==> config.mk <==
export PLATFORM = sky130hd
export DESIGN_NAME = data_mem_responder
export DESIGN_NICKNAME = d
export VERILOG_FILES = /design/src/rtl/dmem_pkg.sv /design/src/rtl/dmem_sp_ram.sv /design/src/rtl/data_mem_responder.sv
export SDC_FILE = /design/constraint.sdc
export NUM_CORES = 2
export LEC_CHECK = 0
export ABC_AREA = 0
export ABC_CLOCK_PERIOD_IN_PS = 6800
export BUFFER_PORTS_ARGS = -buffer_cell sky130_fd_sc_hd__buf_2
export CORE_MARGIN = 2
export CORE_UTILIZATION = 43
export DETAILED_ROUTE_END_ITERATION = 8
export PLACE_DENSITY = 0.61
export SLEW_MARGIN = 30
export SYNTH_ARGS = -nofsm -noshare
export SYNTH_HDL_FRONTEND = slang
export SYNTH_HIERARCHICAL = 1
export SYNTH_SLANG_ARGS = --single-unit
==> constraint.sdc <==
create_clock -name clk -period 6.8 [get_ports clk]
set_input_delay 0.34 -clock clk [delete_from_list [all_inputs] [get_ports clk]]
set_output_delay 0.34 -clock clk [all_outputs]
set_load 0.05 [all_outputs]
==> src/rtl/dmem_pkg.sv <==
// Shared types and constants for the Memory-stage data memory responder.
package dmem_pkg;

    typedef enum logic [1:0] {IDLE, BUSY, RESP} dmem_state_t;

    localparam int DMEM_DATA_W = 16;
    localparam int DMEM_ADDR_W = 16;
    localparam int DMEM_CNT_W  = 4;

endpackage

==> src/rtl/dmem_sp_ram.sv <==
// Single-port synchronous data RAM; registered read, array is never reset.
module dmem_sp_ram #(
    parameter int DATA_W = 16,
    parameter int DEPTH  = 256,
    parameter int AW     = $clog2(DEPTH)
) (
    input  logic              clk,
    input  logic              we_i,
    input  logic [AW-1:0]     addr_i,
    input  logic [DATA_W-1:0] wdata_i,
    output logic [DATA_W-1:0] rdata_o
);

    logic [DATA_W-1:0] mem_q [DEPTH];

    always_ff @(posedge clk) begin
        if (we_i) begin
            mem_q[addr_i] <= wdata_i;
        end
        rdata_o <= mem_q[addr_i];
    end

endmodule

==> src/rtl/data_mem_responder.sv <==
// Memory-stage load/store responder: one request at a time, fixed latency,
// pipeline stall while an access is outstanding.
//   state | meaning
//   IDLE  | ready; a request present on a clock edge is captured
//   BUSY  | latency countdown; request inputs ignored
//   RESP  | one-cycle response pulse, stall released
module data_mem_responder
    import dmem_pkg::*;
#(
    parameter int DATA_W  = DMEM_DATA_W,
    parameter int ADDR_W  = DMEM_ADDR_W,
    parameter int DEPTH   = 256,
    parameter int LATENCY = 2
) (
    input  logic              clk,
    input  logic              reset,
    input  logic              req_valid,
    input  logic              req_write,
    input  logic [ADDR_W-1:0] req_addr,
    input  logic [DATA_W-1:0] req_wdata,
    output logic              req_ready,
    output logic              rsp_valid,
    output logic [DATA_W-1:0] rsp_rdata,
    output logic              rsp_err,
    output logic              stall
);

    localparam int RAM_AW = $clog2(DEPTH);
    localparam logic [DMEM_CNT_W-1:0] CNT_LOAD = DMEM_CNT_W'(LATENCY - 1);

    dmem_state_t             state_q;
    logic [DMEM_CNT_W-1:0]   cnt_q;
    logic                    write_q;
    logic [ADDR_W-1:0]       addr_q;
    logic [DATA_W-1:0]       wdata_q;
    logic                    rsp_valid_q;
    logic [DATA_W-1:0]       rsp_rdata_q;
    logic                    rsp_err_q;

    logic                    in_range;
    logic                    last_cycle;
    logic                    ram_we;
    logic [RAM_AW-1:0]       ram_addr;
    logic [DATA_W-1:0]       ram_rdata;

    assign in_range   = {1'b0, addr_q} < (ADDR_W + 1)'(DEPTH);
    assign last_cycle = (state_q == BUSY) && (cnt_q == '0);
    assign ram_we     = last_cycle && write_q && in_range;

    // Present the incoming address while idle so the registered read is
    // already valid by the end of a single-cycle BUSY.
    assign ram_addr = (state_q == IDLE) ? req_addr[RAM_AW-1:0] : addr_q[RAM_AW-1:0];

    dmem_sp_ram #(
        .DATA_W (DATA_W),
        .DEPTH  (DEPTH),
        .AW     (RAM_AW)
    ) u_ram (
        .clk     (clk),
        .we_i    (ram_we),
        .addr_i  (ram_addr),
        .wdata_i (wdata_q),
        .rdata_o (ram_rdata)
    );

    always_ff @(posedge clk or negedge reset) begin
        if (!reset) begin
            state_q     <= IDLE;
            cnt_q       <= '0;
            write_q     <= 1'b0;
            addr_q      <= '0;
            wdata_q     <= '0;
            rsp_valid_q <= 1'b0;
            rsp_rdata_q <= '0;
            rsp_err_q   <= 1'b0;
        end else begin
            case (state_q)
                IDLE: begin
                    if (req_valid) begin
                        write_q <= req_write;
                        addr_q  <= req_addr;
                        wdata_q <= req_wdata;
                        cnt_q   <= CNT_LOAD;
                        state_q <= BUSY;
                    end
                end
                BUSY: begin
                    if (cnt_q == '0) begin
                        rsp_valid_q <= 1'b1;
                        if (in_range) begin
                            rsp_err_q   <= 1'b0;
                            rsp_rdata_q <= write_q ? '0 : ram_rdata;
                        end else begin
                            rsp_err_q   <= 1'b1;
                            rsp_rdata_q <= '0;
                        end
                        state_q <= RESP;
                    end else begin
                        cnt_q <= cnt_q - DMEM_CNT_W'(1);
                    end
                end
                RESP: begin
                    rsp_valid_q <= 1'b0;
                    rsp_err_q   <= 1'b0;
                    state_q     <= IDLE;
                end
                default: state_q <= IDLE;
            endcase
        end
    end

    assign req_ready = (state_q == IDLE);
    assign stall     = ((state_q == IDLE) && req_valid) || (state_q == BUSY);
    assign rsp_valid = rsp_valid_q;
    assign rsp_rdata = rsp_rdata_q;
    assign rsp_err   = rsp_err_q;

endmodule

==> results_dict.tcl <==
set metrics [dict create \
    dp_hpwl_um 241700 \
    netlist_instances 6910 \
    max_cap_violations 0 \
    leakage_nw 55.97 \
    skew_ns 0.05868 \
    synth.area.top_cells "edfxtp_1 78%, mux4_2 15%, a22oi_1 2.4%" \
    regArea_um2 124800 \
    rsz0062_at_grt "no" \
    final_nets 7498 \
    overflow 0 \
    hold_class "in2async" \
    drc 0 \
    ctsRootBufferMaster "clkbuf_16" \
    grt.total_usage_pct 21.82 \
    power.density_nw_per_um2 456.7 \
    die_h_um 609.9 \
    multi_input_area_um2 31850 \
    critPathRequiredTime_ns 7.59 \
    yosys_warnings 6 \
    synth_flop_cell "edfxtp_1" \
    synth_top_area_share_pct 77.91 \
    rows 222 \
    final_util_pct 49.59 \
    path_max_fanout 83 \
    drt_iter0_markers 10339 \
    fp.dieArea_um2 372000 \
    setup_viol 0 \
    worst_pin_slew_ns 1.065 \
    core_um2 365500 \
    setup_tns_ns 0 \
    finalCriticalPeriod_ns 5.122 \
    cp-end-kind "flip-flop" \
    ys_types 41 \
    wl_per_cell_um 32.46 \
    path_clk_slew_ns 0.06 \
    cts_tree "done" \
    crit_arrival_ns 5.91 \
    fin_crit_sh_pct 75.32 \
    ant_nets 0 \
    status "complete, no violations" \
    nFillCells 28765 \
    grt_max_degree 202 \
    critPathLaunch "state_q[0]" \
    first_global_vias 76699 \
    r2r_slack_ns 1.68 \
    synth_seq_area_share_pct 79.02 \
    slew_violations 0 \
    syn2layout_area_growth_pct 14.81 \
    relSlewSlack_pct 28.22 \
    max_freq_ghz 0.1952 \
    yosysTopAreaCell "edfxtp_1" \
    cpMostUsedCell "buf_4" \
    synth.most_common_cell "edfxtp_1" \
    r2r_start "state_q[0]" \
    startpoint_type "flip-flop" \
    wl_um 410200 \
    synth_edf_count 4096 \
    critPathSlowestCell "o41ai_1" \
    cts_made_buffers 420 \
    critPathKind "reg2reg" \
    antenna_found_initial 18 \
    postCtsSetupBuffers 0 \
    clockBufferDepth 4 \
    place_congestion 0.8368 \
    syn_avg_cell_area_um2 22.85 \
    initial_utilization_pct 43.19 \
    max-vdd-ir-drop_v 0.0003914 \
    clk_latency_ns 0.99 \
    die_w_um 609.9 \
    firstDrtPassIters 6 \
    cts_sinks 4169 \
    drive_above_1_share_pct 29.79 \
    async_flop_share_pct 1.367 \
    viasPerCell 6.067 \
    syn-cell-area_um2 157900 \
    synth-seq-cells 4169 \
    num_vias 76667 \
    synthesis.nets 6948 \
    crit_path_cell_trace "nor2_2 > mux2_8 > buf_12 > buf_4 > mux4_2 > a22oi_1 > a21oi_1 > o41ai_1 > buf_4 > nand4_1" \
    post_cts.resized_instances 0 \
    portBuffers 55 \
    hold_viol_final 0 \
    htree_levels 5 \
    synth_commonest_cells "4096 x edfxtp_1, 1024 x mux4_2, 512 x a22oi_1" \
    slowest_delay_ns 0.72 \
    io_pins 56 \
    grt_pass1_wl_um 582300 \
]
[worst paths after layout]
kind / to / cells past startpoint
max in group asynchronous: wdata_q[0] / 3
hold / removal: write_q / 3
hold reg to reg: rsp_rdata[1] / 1
setup reg to reg: u_ram/rdata_o[11] / 10
min in group clk: addr_q[14] / 3
setup / recovery: u_ram/rdata_o[11] / 10
[sequential cells by signal (all words and copies together), names as in the netlist]
signal and flops:
u_ram/mem_q 4096, rsp_valid 1, rsp_rdata 16, write_q 1, state_q 2, wdata_q 16
rsp_err 1, addr_q 16, cnt_q 4, u_ram/rdata_o 16
[timing repair]
action,4_1_cts,5_1_grt
hold buffers,36,0
hold endpoints to repair,93,0
endpoints found under the setup margin,0,0
[power by group]
| part | total, mW | internal, mW | switching (mW) |
|---|---|---|---|
| registers | 33.3 | 32.3 | 1.05 |
| logic | 26.5 | 9.54 | 17.0 |
| clock network | 23.0 | 13.2 | 9.74 |
| total | 82.8 | 55.0 | 27.7 |
[per-layer routing]
layer	vias up	GRT usage (%)	wire [µm]
li1	30849	-	-
met1	41566	30.63	161400
met2	3667	34.93	198300
met3	581	3.560	34940
met4	4	7.464	15610
met5	-	0	33
[critical path, delay by kind of cell, from the launching register on]
family	cells	cell delay, ns
flops	1	0.50
compound gates	3	1.55
buf+inv	3	1.21
simple gates	2	0.46
mux	2	0.95
[cells by family (layout without fill, tap and decap cells)]
family / after synthesis / after routing / share of synthesized area, %
flip-flops: 4169 / 4169 / 79.02
multiplexers: 1065 / 1065 / 14.90
AO/OA/AOI/OAI: 874 / 874 / 3.807
buffers and inverters: 437 / 1344 / 1.264
AND/OR/NAND/NOR: 363 / 363 / 0.9939
adder cells (fa/ha/maj): 2 / 2 / 0.01585
other: 0 / 4 / 0
[layout by cell type, fill, tap and decap left out, types with 19 or more instances in the layout]
cell type / count
a21oi_1: 257
clkbuf_1: 103
dlygate4sd3_1: 36
nor2_1: 205
bufinv_16: 42
dfrtp_1: 41
buf_12: 38
nor3_2: 23
nand2_1: 26
buf_2: 55
clkbuf_16: 425
a22oi_1: 512
mux4_2: 1024
clkinv_2: 79
clkinv_1: 75
o41ai_1: 41
edfxtp_1: 4096
buf_4: 412
mux2_2: 39
o41ai_2: 19
[area by class of cell]
class                   instances  share of cell area [%]
inverters                       6                 0.01243
multi-input cells            2304                   17.57
clock inverters               242                   1.418
flip-flops and latches       4169                   68.86
well taps                    4816                   3.324
clock buffers                 537                   6.149
diodes                          4                0.005522
repair buffers                559                   2.664
[through the flow]
stage | cell area [µm²] | instances | total power [mW] | hold WS [ns] | setup WS [ns]
2_1_floorplan | 157900 | 6910 | 50.23 | 0.04441 | 2.543
3_3_place_gp | 166600 | 11799 | 59.96 | 0.1833 | 0.7673
3_5_place_dp | 167000 | 11812 | 60.53 | 0.1883 | 1.641
4_1_cts | 181000 | 12627 | 83.39 | 0.05899 | 1.610
5_1_grt | 181300 | 12635 | 85.55 | 0.09111 | 1.430
6_report | 181300 | 12637 | 82.79 | 0.1227 | 1.678
Note: power is estimated with default switching activity, not from simulation.
